--- src/rtl/fpdiv_sched.sv ---
// Two-requester round-robin scheduler in front of one fixed-latency fpdiv unit.
// Latches operands, pulses start, times the divide, returns the result with a requester id.
module fpdiv_sched #(
    parameter int LATENCY = 12,
    parameter int CNT_W   = 16
) (
    input  logic             clk,
    input  logic             reset,
    input  logic             a_valid,
    output logic             a_ready,
    input  logic [31:0]      a_n,
    input  logic [31:0]      a_d,
    input  logic [1:0]       a_op,
    input  logic             a_rm,
    input  logic             b_valid,
    output logic             b_ready,
    input  logic [31:0]      b_n,
    input  logic [31:0]      b_d,
    input  logic [1:0]       b_op,
    input  logic             b_rm,
    output logic [31:0]      div_n,
    output logic [31:0]      div_d,
    output logic [1:0]       div_op,
    output logic             div_rm,
    output logic             div_start,
    input  logic [31:0]      div_result,
    output logic             rsp_valid,
    input  logic             rsp_ready,
    output logic [31:0]      rsp_data,
    output logic             rsp_id,
    output logic             busy,
    output logic [CNT_W-1:0] done_count
);

    // Counter only ever holds values up to LATENCY-1.
    localparam int LAT_W = ($clog2(LATENCY) > 0) ? $clog2(LATENCY) : 1;

    typedef enum logic [1:0] {IDLE, LOAD, RUN, DONE} state_t;

    state_t           state, state_nxt;
    logic             ptr;       // 0 = A has priority, 1 = B
    logic [LAT_W-1:0] cnt;
    logic             accept;

    always_ff @(posedge clk or negedge reset) begin
        if (!reset) state <= IDLE;
        else        state <= state_nxt;
    end

    always_comb begin
        state_nxt = state;
        a_ready   = 1'b0;
        b_ready   = 1'b0;
        case (state)
            IDLE: begin
                a_ready = a_valid & (~b_valid | ~ptr);
                b_ready = b_valid & (~a_valid | ptr);
                if (a_ready | b_ready) state_nxt = LOAD;
            end
            LOAD: state_nxt = RUN;
            RUN:  if (cnt == '0) state_nxt = DONE;
            DONE: if (rsp_ready) state_nxt = IDLE;
            default: state_nxt = IDLE;
        endcase
    end

    assign accept    = a_ready | b_ready;
    assign rsp_valid = (state == DONE);
    assign busy      = (state != IDLE);

    always_ff @(posedge clk or negedge reset) begin
        if (!reset) begin
            div_n      <= '0;
            div_d      <= '0;
            div_op     <= '0;
            div_rm     <= 1'b0;
            div_start  <= 1'b0;
            rsp_data   <= '0;
            rsp_id     <= 1'b0;
            done_count <= '0;
            ptr        <= 1'b0;
            cnt        <= '0;
        end else begin
            // Registered so the pulse lines up exactly with the LOAD cycle.
            div_start <= accept;
            if (accept) begin
                div_n  <= b_ready ? b_n  : a_n;
                div_d  <= b_ready ? b_d  : a_d;
                div_op <= b_ready ? b_op : a_op;
                div_rm <= b_ready ? b_rm : a_rm;
                rsp_id <= b_ready;
                ptr    <= ~b_ready;
            end
            if (state == LOAD) cnt <= LAT_W'(LATENCY - 1);
            if (state == RUN) begin
                if (cnt == '0) rsp_data <= div_result;
                else           cnt      <= cnt - LAT_W'(1);
            end
            if (state == DONE && rsp_ready) done_count <= done_count + CNT_W'(1);
        end
    end

endmodule

--- config.mk ---
export PLATFORM = sky130hd
export DESIGN_NAME = fpdiv_sched
export DESIGN_NICKNAME = d
export VERILOG_FILES = /design/src/rtl/fpdiv_sched.sv
export SDC_FILE = /design/constraint.sdc
export NUM_CORES = 1
export LEC_CHECK = 0
export CORE_MARGIN = 2
export CORE_UTILIZATION = 36
export CTS_BUF_LIST = sky130_fd_sc_hd__clkbuf_8
export DETAILED_ROUTE_END_ITERATION = 6
export GPL_TIMING_DRIVEN = 0
export PLACE_DENSITY = 0.79
export SLEW_MARGIN = 10
export SYNTH_ARGS = -nofsm -noshare
export SYNTH_HDL_FRONTEND = slang
export SYNTH_SLANG_ARGS = --single-unit
--- constraint.sdc ---
create_clock -name clk -period 1.9 [get_ports clk]
set_clock_uncertainty 0.15 [all_clocks]
set_input_delay 0.285 -clock clk [delete_from_list [all_inputs] [get_ports clk]]
set_output_delay 0.285 -clock clk [all_outputs]
set_load 0.02 [all_outputs]
==> out/summary.txt <==
synth warn -> 0
Syn Area/Cell -> 12.31 um^2
Slew @ Worst Pin -> 0.5648 ns
R2R Path Start -> state[0]
DRC violations left -> 23
DP HPWL -> 12.49 mm
Clock Sinks -> 124
Clock Tree Buf Depth -> 2
area delta synth->final -> 81.15%
cell taking the most area after synthesis -> dfrtp_1
final net count -> 932
Root Buffer -> clkbuf_8
total die area -> 15300 um^2
fmax -> 485.1 MHz
post-route ant nets -> 0
Slew Viols, Final -> 0
clk_lat worst skew -> 0.43 ns
TNS Setup -> -5.129 ns
most frequent cells in the layout -> clkdlybuf4s50_1, dfrtp_1, inv_1, a222oi_1, dlymetal6s2s_1
share of cells above drive strength 1 -> 17.73%
pwr dens -> 1509 nW/um^2
violated checks -> DRC, setup timing
Synth Area in Compound Gates -> 13.27%
dominant cells by area after synthesis -> dfrtp_1, a222oi_1, mux2_2, inv_1, mux2i_1
maxcap violations -> 0
Overall Global Routing Usage -> 21.11%
initial antenna violation count -> 0
critical path class -> flop to output pin
Port Buf Inserts -> 291
CP endpoint kind -> output pin
GR Overflow Total -> 0
fin cells -> 947
CP Launch Point -> state[0]
commonest non-fill, non-tap cell in the layout -> clkdlybuf4s50_1
IO Pins -> 292
Hold Fails Final Rpt -> 0
CTS tree -> yes
fill cell count -> 1031
peak supply drop -> 0.0008311 V
mux contribution to synthesized area -> 11.11%
fraction of registers with async set or reset after synthesis -> 100.0%
largest family of logic cells by synthesized area -> compound AO/OA/AOI/OAI gates
first-pass GRT wire length -> 24.37 mm
via count -> 4857
RSZ-0062 raised after global routing -> yes
die height -> 123.7 um
Post-synth EDFFs -> 0
Via density -> 5.129
adder-cell area share of the yosys netlist -> 1.456%
pin count of the biggest net entering global routing -> 67
Setup crit start kind -> flop
DR WL/cell -> 18.54 um
cell row count -> 43
xor and xnor area share after synthesis -> 2.547%
vias in the first global route -> 4903
register area share after synthesis -> 60.16%
Detailed Route WL -> 17.56 mm
slew margin rel. -> 62.35%
Post-Place Cells -> 891
hold crit path type -> primary input to asynchronous set/reset pin
die width -> 123.7 um
Mapped Area -> 5157 um^2
gpl congestion -> 0.8067
crit path DAT -> 1.63 ns
Min Clock Period, post-route -> 2.062 ns
First-pass DRT Iterations -> 7
Yosys cell types -> 32
Final Setup Violations -> 56
worst r2r path cells -> 8
n_diodes -> 0
Seq cells post-synth -> 124
initial core utilization -> 37.01%
worst hold margin -> 0.2552 ns
initial DRC count -> 424
area share of the largest cell type after synthesis -> 60.16%
Leakage -> 4.802 nW
floorplan core area -> 13930 um^2
outcome -> finished, violations left
syn_nets -> 596
fin util -> 67.05%
Primary FF master, synth -> dfrtp_1
PnR worst setup slack -> -0.1616 ns
simple-gate portion of the synthesized area -> 5.022%
Worst Path Required -> 1.46 ns
Crit Path Max Fanout -> 4
post-route clock period utilization -> 108.5%
cts bufs inserted -> 17
Clock transition at path regs -> 0.07 ns
depth of the CTS H-tree -> 4
Synth Instances -> 419
==> where the power goes <==
part           switching (mW)  internal (mW)
logic                    3.61           3.77
registers               0.743           3.81
clock network           0.987           1.18
total                    5.34           8.76
==> through the flow <==
step / instance area [um^2] / setup slack (ns) / total power, mW
final: 9343 / -0.1616 / 14.10
after detailed placement: 8338 / -1.217 / 11.31
after global routing: 9343 / -0.2331 / 14.90
after floorplan: 5171 / -0.02396 / 7.902
after global placement: 8309 / -4.232 / 11.05
after CTS: 8855 / -0.1614 / 13.65
==> synth_stat cells, types with 4 or more instances <==
| library cell | instances |
|---|---|
| dfrtp_1 | 124 |
| inv_1 | 58 |
| a222oi_1 | 49 |
| mux2_2 | 32 |
| nand2_1 | 29 |
| o21ai_0 | 21 |
| mux2i_1 | 19 |
| clkbuf_1 | 14 |
| xnor2_1 | 10 |
| nor2_1 | 8 |
| nand3_1 | 7 |
| ha_1 | 6 |
| a21oi_1 | 5 |
| buf_4 | 5 |
| xor2_1 | 5 |
| buf_2 | 4 |
==> cell families (layout without fill, tap and decap cells) <==
logic type | Yosys count | after routing
fa+ha+maj | 6 | 6
flops | 124 | 124
mux | 53 | 53
xor+xnor | 15 | 15
compound gates | 83 | 83
simple gates | 56 | 56
buf+inv | 82 | 430
==> flip-flops by register name, summed over array words and instances (netlist names) <==
signal,flops
state,2
div_n,32
div_rm,1
div_op,2
div_d,32
div_start,1
rsp_data,32
done_count,16
rsp_id,1
ptr,1
cnt,4
==> timing repair <==
item / in CTS / in global routing
setup buffers: 10 / 11
endpoints found under the hold margin: 58 / 0
endpoints found under the setup margin: 130 / 151
resized for setup: 74 / 129
hold buffers: 1 / 0
pin swaps: 6 / 23
cloned: 1 / 3
==> critical path, stage by stage, from the launching register on <==
cell and delay, ns:
dfrtp_1 0.41, inv_2 0.11, ha_4 0.18, nand2_4 0.06, a21oi_4 0.16, clkbuf_8 0.16, buf_6 0.11
==> area by class of cell <==
| cell class | count | area [um^2] | share of cell area, % |
|---|---|---|---|
| Multi-Input combinational cell | 213 | 1936 | 20.72 |
| Timing Repair Buffer | 317 | 3261 | 34.90 |
| Sequential cell | 124 | 3104 | 33.23 |
| Tap cell | 180 | 225.2 | 2.411 |
| Inverter | 58 | 217.7 | 2.330 |
| Buffer | 24 | 226.5 | 2.424 |
| Clock buffer | 22 | 302.8 | 3.241 |
| Clock inverter | 9 | 70.07 | 0.7500 |
==> final timing paths <==
| check | slack [ns] | to |
|---|---|---|
| max | -0.16 | b_ready |
| min | 0.26 | done_count[9] |
| max reg2reg | -0.15 | rsp_data[17] |
| min reg2reg | 0.32 | done_count[15] |
| max in group asynchronous | 0.61 | div_d[27] |
| min in group clk | 0.30 | div_rm |
==> layer usage <==
layer	up-vias	track usage, %	part of all wire, %
met5	-	0	0
met1	2387	22.88	37
li1	2183	-	-
met4	0	8.381	2.4
met2	257	37.84	52
met3	30	7.051	8.3
Power figures use the tool's default switching activity.
